[config.mk]
export PLATFORM = sky130hd
export DESIGN_NAME = peripheral_timer
export DESIGN_NICKNAME = d
export VERILOG_FILES = /design/src/rtl/peripheral_timer.sv
export SDC_FILE = /design/constraint.sdc
export NUM_CORES = 1
export LEC_CHECK = 0
export ABC_CLOCK_PERIOD_IN_PS = 3700
export CORE_MARGIN = 3
export CORE_UTILIZATION = 55
export CTS_BUF_LIST = sky130_fd_sc_hd__clkbuf_8
export CTS_CLUSTER_SIZE = 14
export DETAILED_ROUTE_END_ITERATION = 8
export DONT_BUFFER_PORTS = 1
export GPL_ROUTABILITY_DRIVEN = 0
export HOLD_SLACK_MARGIN = 0.15
export PLACE_DENSITY = 0.76
export SYNTH_ARGS = -nofsm -noshare
export SYNTH_HDL_FRONTEND = slang
export SYNTH_SLANG_ARGS = --single-unit
[constraint.sdc]
create_clock -name clk -period 3.7 [get_ports clk]
set_input_delay 0 -clock clk [delete_from_list [all_inputs] [get_ports clk]]
set_output_delay 0 -clock clk [all_outputs]
set_load 0.02 [all_outputs]
[src/rtl/peripheral_timer.sv]
// 16-bit memory-mapped timer/counter for the J1 I/O bus: prescaler, compare match,
// one-shot or auto-reload operation, sticky match flag and level interrupt.
module peripheral_timer #(
  parameter logic [15:0] DEFAULT_PRESCALE = 16'd49,
  parameter logic [15:0] DEFAULT_COMPARE  = 16'hFFFF
) (
  input  logic        clk,
  input  logic        rst,
  input  logic [15:0] d_in,
  input  logic        cs,
  input  logic [3:0]  addr,
  input  logic        rd,
  input  logic        wr,
  output logic [15:0] d_out,
  output logic        irq
);

  localparam logic [3:0] ADDR_CTRL     = 4'h0;
  localparam logic [3:0] ADDR_PRESCALE = 4'h2;
  localparam logic [3:0] ADDR_COMPARE  = 4'h4;
  localparam logic [3:0] ADDR_COUNT    = 4'h6;
  localparam logic [3:0] ADDR_STATUS   = 4'h8;

  localparam int CTRL_EN     = 0;
  localparam int CTRL_AUTO   = 1;
  localparam int CTRL_IRQ_EN = 2;

  typedef enum logic [1:0] {S_IDLE, S_RUN, S_DONE} state_t;

  state_t      state_q, state_d;
  logic [2:0]  ctrl_q, ctrl_d;
  logic [15:0] prescale_q, prescale_d;
  logic [15:0] compare_q, compare_d;
  logic [15:0] count_q, count_d;
  logic [15:0] pcnt_q, pcnt_d;
  logic        flag_q, flag_d;

  logic wr_en, ctrl_wr, prescale_wr, compare_wr, count_wr, status_wr;
  logic tick, match, running;

  assign wr_en       = cs & wr;
  assign ctrl_wr     = wr_en && (addr == ADDR_CTRL);
  assign prescale_wr = wr_en && (addr == ADDR_PRESCALE);
  assign compare_wr  = wr_en && (addr == ADDR_COMPARE);
  assign count_wr    = wr_en && (addr == ADDR_COUNT);
  assign status_wr   = wr_en && (addr == ADDR_STATUS);

  // >= so that lowering PRESCALE below the running PCNT ticks immediately
  assign tick = (state_q == S_RUN) && (pcnt_q >= prescale_q);

  always_ff @(posedge clk) begin
    if (rst) begin
      state_q    <= S_IDLE;
      ctrl_q     <= 3'b000;
      prescale_q <= DEFAULT_PRESCALE;
      compare_q  <= DEFAULT_COMPARE;
      count_q    <= 16'h0000;
      pcnt_q     <= 16'h0000;
      flag_q     <= 1'b0;
    end else begin
      state_q    <= state_d;
      ctrl_q     <= ctrl_d;
      prescale_q <= prescale_d;
      compare_q  <= compare_d;
      count_q    <= count_d;
      pcnt_q     <= pcnt_d;
      flag_q     <= flag_d;
    end
  end

  always_comb begin
    state_d    = state_q;
    ctrl_d     = ctrl_q;
    prescale_d = prescale_q;
    compare_d  = compare_q;
    count_d    = count_q;
    pcnt_d     = pcnt_q;
    flag_d     = flag_q;
    match      = 1'b0;

    // A COUNT write on a tick cycle discards the whole tick action on the counter
    if (state_q == S_RUN) begin
      if (tick) begin
        pcnt_d = 16'h0000;
        if (!count_wr) begin
          if (count_q == compare_q) begin
            match = 1'b1;
            if (ctrl_q[CTRL_AUTO]) begin
              count_d = 16'h0000;
            end else begin
              state_d = S_DONE;
            end
          end else begin
            count_d = count_q + 16'd1;
          end
        end
      end else begin
        pcnt_d = pcnt_q + 16'd1;
      end
    end

    if (ctrl_wr) begin
      ctrl_d = d_in[2:0];
      if (d_in[CTRL_EN]) begin
        if (state_q == S_IDLE) begin
          state_d = S_RUN;
          pcnt_d  = 16'h0000;
        end else if (state_q == S_DONE) begin
          state_d = S_RUN;
          pcnt_d  = 16'h0000;
          count_d = 16'h0000;
        end
      end else begin
        state_d = S_IDLE;
        if (state_q == S_RUN) begin
          count_d = count_q;
          pcnt_d  = pcnt_q;
          match   = 1'b0;
        end
      end
    end

    if ((state_q == S_RUN) && (state_d == S_DONE)) begin
      ctrl_d[CTRL_EN] = 1'b0;
    end

    if (prescale_wr) prescale_d = d_in;
    if (compare_wr)  compare_d  = d_in;
    if (count_wr)    count_d    = d_in;

    // Set wins over a simultaneous write-1-to-clear
    if (status_wr && d_in[0]) flag_d = 1'b0;
    if (match)                flag_d = 1'b1;
  end

  always_comb begin
    running = (state_q == S_RUN);
    irq     = flag_q & ctrl_q[CTRL_IRQ_EN];
    d_out   = 16'h0000;
    if (cs && rd) begin
      case (addr)
        ADDR_CTRL:     d_out = {13'h0000, ctrl_q};
        ADDR_PRESCALE: d_out = prescale_q;
        ADDR_COMPARE:  d_out = compare_q;
        ADDR_COUNT:    d_out = count_q;
        ADDR_STATUS:   d_out = {14'h0000, running, flag_q};
        default:       d_out = 16'h0000;
      endcase
    end
  end

endmodule

==> Yosys cells after proc, flatten, opt, wreduce, memory -nomap -nowiden <==
Cells that the tools add are included.
W data, S select, Z words.
{ "classes": {"n_addsub": 2, "bitwise": 2, "order_cmp": 1, "eq_ne": 10, "muxes": 37, "n_reduce_logical": 13} }
{ "op_table": {"columns": ["operator", "count"], "rows": [
  ["$mux W16", 18],
  ["$pmux W16 S5", 1],
  ["$add A16 B1 Y16 const B", 2],
  ["$mux W2", 9],
  ["$eq A16 B16 Y1", 1],
  ["$ge A16 B16 Y1", 1],
  ["$logic_and A1 B1 Y1", 9],
  ["$mux W1", 9],
  ["$eq A4 B3 Y1 const B", 2],
  ["$eq A2 B2 Y1 const B", 2],
  ["$eq A4 B2 Y1 const B", 1],
  ["$eq A4 B4 Y1 const B", 1],
  ["$logic_not A4 Y1", 1],
  ["$ne A4 B4 Y1 const B", 1],
  ["$ne A3 B3 Y1 const B", 1],
  ["$and A1 B1 Y1", 2],
  ["$eq A2 B1 Y1 const B", 1],
  ["$logic_not A2 Y1", 1],
  ["$reduce_bool A2 Y1", 1],
  ["$reduce_or A2 Y1", 1]
]} }
{ "totals": {"regBits": 70, "in_bits": 25, "output_inout_bits": 17} }

==> Longest topological paths before layout <==
{ "depth": {"depth_word": 12, "depth_mapped": 9, "mapped_depth_nobuf": 8} }

==> Least setup slack after synthesis <==
No wires, ideal clock.
{ "synth_timing": {"path_kind": "reg2reg", "start": "register prescale_q[3]", "end": "register count_q[11]", "setup_ns": 0.093, "synth_period_minus_slack_ns": 2.217, "path_stages_with_launch": 9, "required_ns": 3.607, "path_slack_ns": 1.483, "t_arrival_ns": 2.124, "n_path_buf": 0, "path_cell_list": "dfxtp_1 inv_1 ha_1 nor2_1 or3_1 o221ai_2 a21oi_1 or3_4 o311ai_2"} }
{ "synth_between": {"elab_chain_len": 9} }
{ "synth_rtl": {"columns": ["element", "line_no", "source"], "rows": [
  ["from (decl)", "32", "logic [15:0] prescale_q, prescale_d;"],
  ["from (signal assigned)", "63", "prescale_q <= prescale_d;"],
  ["$ge A16 B16 Y1 *", "49", "assign tick = (state_q == S_RUN) && (pcnt_q >= prescale_q);"],
  ["$logic_and A1 B1 Y1 *", "49", null],
  ["$mux W16 *", "83", "if (tick) begin"],
  ["$mux W16 *", "82", "if (state_q == S_RUN) begin"],
  ["$mux W16", "108", "end else if (state_q == S_DONE) begin"],
  ["$mux W16", "105", "if (state_q == S_IDLE) begin"],
  ["$mux W16", "104", "if (d_in[CTRL_EN]) begin"],
  ["$mux W16 *", "102", "if (ctrl_wr) begin"],
  ["$mux W16 *", "129", "if (count_wr) count_d = d_in;"],
  ["to (signal assigned)", "65", "count_q <= count_d;"],
  ["to (decl)", "34", "logic [15:0] count_q, count_d;"]
]} }
Mark *: on every way between the ends. The rest lies on a longest branch, timed or not. The select of a mux whose other input is x is not followed.
A chain may end at the register's enable or synchronous reset.

==> Worst setup path in the final report <==
{ "layout_timing": {"start": "register prescale_q[7]", "end": "register pcnt_q[14]"} }
{ "layout_between": {"elab_chain_len": 8} }
{ "layout_rtl": {"columns": ["element", "line_no", "source"], "rows": [
  ["$ge A16 B16 Y1 *", "49", null],
  ["$logic_and A1 B1 Y1 *", "49", null],
  ["$mux W16 *", "83", null],
  ["$mux W16 *", "82", null],
  ["$mux W16", "108", null],
  ["$mux W16", "105", null],
  ["$mux W16", "104", null],
  ["$mux W16 *", "102", null],
  ["to (signal assigned)", "66", "pcnt_q <= pcnt_d;"],
  ["to (decl)", "35", "logic [15:0] pcnt_q, pcnt_d;"]
]} }
Marks and branches as above.

==> results.rst <==
.. list-table::
   :header-rows: 1

   * - Metric
     - Value
   * - Status
     - finished clean
   * - Top cell type by total area after synthesis
     - dfxtp_1
   * - CTS Root Cell
     - clkbuf_8
   * - Vias in the first global route
     - approximately 4500
   * - Number of instances resized during post-cts repair
     - 0
   * - Worst Hold Class
     - in2reg
   * - Total of fill cells in the finished design
     - about 670
   * - CTS hold repair buffers
     - 42
   * - Element type at the critical path start
     - register
   * - Sink count of the clock tree
     - 70
   * - Total congestion overflow after global routing
     - 0
   * - Sequential element share of the synthesized area
     - between 30% and 40%
   * - Total power per unit cell area
     - just under 300 mW/mm^2
   * - Number of design rule violations left after detail routing
     - 0
   * - Maximum vdd ir drop
     - 143 uV
   * - Post-synth EDFFs
     - 0
   * - Area of the mapped netlist
     - ~0.0045 mm^2
   * - Standby leakage power
     - about 0.0019 uW
   * - Top-level port count
     - 42
   * - Flops & latches, synth
     - 70
   * - Post-synthesis area per instance
     - 7.62 um^2
   * - Share of total power in combinational logic
     - roughly 8%
   * - Area growth, synth to finish
     - 13.4%
   * - Die outline width
     - ~97 um
   * - Shortest clock period the worst path allows after layout
     - around 3.0 ns
   * - Proportion of layout cells with a drive suffix above 1
     - between 8 and 9%
   * - Number of antenna violations at the first check in global routing
     - 0
   * - Largest net degree at the start of global routing
     - 41
   * - Initial core utilization
     - 57.4%
   * - Worst Max-Slew Pin Slew
     - about 1.1 ns
   * - Final cycle utilization of the critical path
     - roughly four fifths
   * - Crit path launch
     - prescale_q[7]
   * - Primary FF master, synth
     - dfxtp_1
   * - Setup repair after global routing missed its margin
     - false
   * - Total nets after synthesis
     - around 630
   * - Detailed Route Iter0 Violations
     - 383
   * - NumNets Final
     - around 650
   * - Standard-cell row count
     - 32
   * - Power Internal
     - about 1100 uW
   * - Clock transition at the registers of the reported paths
     - about 0.080 ns
   * - Via-to-Cell Ratio
     - about 6.5
   * - Placeable core region
     - roughly 0.008 mm^2
   * - Number of buffers on the longest clock path
     - 2
   * - Vias after detailed routing
     - roughly 4700
   * - Flip-flop and latch area
     - around 0.0014 mm^2
   * - Die Outline Area
     - 0.00931 mm^2
   * - Post-DR wirelength/cell
     - about 20 um
   * - First-pass GRT wire length
     - 22500 um
   * - Startpoint of the tightest hold check path
     - addr[3]
   * - Leading cell types by total area after synthesis
     - dfxtp_1 31%, nand2_1 10%, ha_1 5.0%
   * - Share of flip-flops with an asynchronous set or reset after synthesis
     - 0%
   * - First drt pass iteration count
     - 7
   * - Clock latency reported for the late side of the worst-skew pair
     - approximately 0.36 ns
   * - Number of hold violations in the final report
     - 0
   * - Worst flop-to-flop path startpoint
     - prescale_q[7]
   * - Reg-to-reg setup timing slack
     - ~0.70 ns
   * - Diode insertion count for antenna repair
     - 0
   * - Synth top area share
     - between 30% and 40%
   * - Classification of the worst setup path
     - reg2reg
   * - Final worst clock skew
     - around 0.009 ns
   * - Fin Hold WS
     - between 0.15 and 0.2 ns
   * - Port Buffers
     - 0
   * - Achievable clock frequency
     - 0.333 GHz
   * - Overall routing resource usage
     - between 30% and 40%
   * - Multi-input logic area
     - around 0.0028 mm^2
   * - Net switching power
     - approximately 380 uW
   * - Required time at the worst-slack endpoint
     - roughly 4.0 ns
   * - Proportion of power drawn by the clock network
     - between 40% and 50%
   * - Yosys warnings
     - 0
   * - Seq pwr share
     - between 50% and 60%
   * - Cts bufs inserted
     - 9
   * - TritonCTS clock tree
     - yes
   * - Gate count after technology mapping
     - 591
   * - Residual antenna-violating net count after detailed routing
     - 0
   * - Relative slew slack
     - roughly 23%
   * - Switching Fraction
     - between 20% and 30%
   * - Data arrival time of the critical path
     - about 3.3 ns
   * - HPWL after detailed placement
     - ~9400 um
   * - Count of pins over their slew limit
     - 0
   * - Critical Path End Type
     - register
   * - Finish-stage setup viols
     - 0
   * - Max-cap violations
     - 0
   * - Post-CTS setup repair buffer count
     - 0
   * - Clock H-tree levels
     - 3
   * - Final total negative setup slack
     - 0 ns
   * - Distinct cell type count of the synthesized netlist
     - 65
   * - Maximum fanout count along the critical path
     - 15
   * - Total detailed-routing wirelength
     - ~14000 um
   * - Overall die height
     - 96.5 um
## through the flow
step | cell area (um^2) | setup WS [ns] | std cells | total power (uW) | util [%]
6_report | 5110 | 0.699 | 718 | 1490 | 65.1
5_1_grt | 5110 | 0.549 | 718 | 1520 | 65.1
4_1_cts | 5110 | 0.773 | 718 | 1480 | 65.1
3_5_place_dp | 4500 | 1.09 | 660 | 854 | 57.3
3_3_place_gp | 4500 | 1.19 | 660 | 852 | 57.3
2_1_floorplan | 4510 | 1.48 | 591 | 855 | -
## path summary, 6_finish.rpt
| kind | endpoint | depth (start not counted) |
|---|---|---|
| max reg2reg | pcnt_q[14] | 9 |
| max | pcnt_q[14] | 9 |
| min reg2reg | prescale_q[14] | 2 |
| min | count_q[15] | 4 |
## cells in the mapped netlist (4+ instances only)
cell type,n
nor3_2,11
a221o_1,5
nand3_1,31
a31oi_1,9
xnor2_1,7
dfxtp_1,70
nand4_1,15
mux2i_1,7
o211ai_1,6
clkbuf_1,21
xor2_1,24
nor3_1,11
nand2_1,121
and2_1,4
inv_1,26
nor2_1,42
a22oi_1,15
o21ai_0,26
ha_1,18
nor4_1,8
buf_2,11
a21oi_1,33
## metal layers
layer | up-vias | track usage, % | part of all wire, %
li1 | 2140 | - | -
met5 | - | 0 | 0
met4 | 0 | 19.4 | 5.6
met3 | 76 | 5.81 | 7.7
met1 | 2200 | 38.2 | 39
met2 | 243 | 52.2 | 47
## sequential cells by signal, summed over array words and instances, names as in the netlist
name	flops
compare_q	16
count_q	16
pcnt_q	16
prescale_q	16
ctrl_q	3
state_q	2
flag_q	1
## kinds of logic after synthesis
logic type	count (synthesis)	synth area share [%]
adder cells (fa/ha/maj)	18	5.00
flip-flops	70	31.1
AO/OA/AOI/OAI	127	19.2
AND/OR/NAND/NOR	271	30.2
buffers and inverters	64	6.16
XOR/XNOR	31	6.03
multiplexers	10	2.30
## cells in the final DEF, fill, tap and decap left out, types with 18 or more instances in the layout
cell | synthesis | routed
nand2_1 | 121 | 121
dfxtp_1 | 70 | 70
nor2_1 | 42 | 42
dlygate4sd3_1 | 0 | 41
a21oi_1 | 33 | 33
nand3_1 | 31 | 31
inv_1 | 26 | 28
o21ai_0 | 26 | 26
xor2_1 | 24 | 24
ha_1 | 18 | 18
## worst max-delay path, stage by stage (launching register included)
cell	delay [ns]
dfxtp_1	0.34
inv_1	0.09
ha_1	0.31
nand2_1	0.08
or3_1	0.32
o221ai_2	0.26
a21o_1	0.50
o21a_4	0.36
nor3_2	0.07
dlygate4sd3_1	0.55
## power groups by stage
stage	clock, uW	combinational, uW	sequential (uW)
after floorplan	0	74.1	781
after global placement	0	66.7	786
after detailed placement	0	68.0	786
after CTS	600	113	768
after global routing	628	124	769
final	603	117	769
## layout make-up
cell class	instances	area share [%]
sequential	70	27.4
tap	102	2.50
clock inverter	7	1.13
clock buffer	9	2.42
inverter	26	1.91
multi-input combinational	457	55.4
timing repair buffer	47	9.16
(Power assumes the default switching activity.)
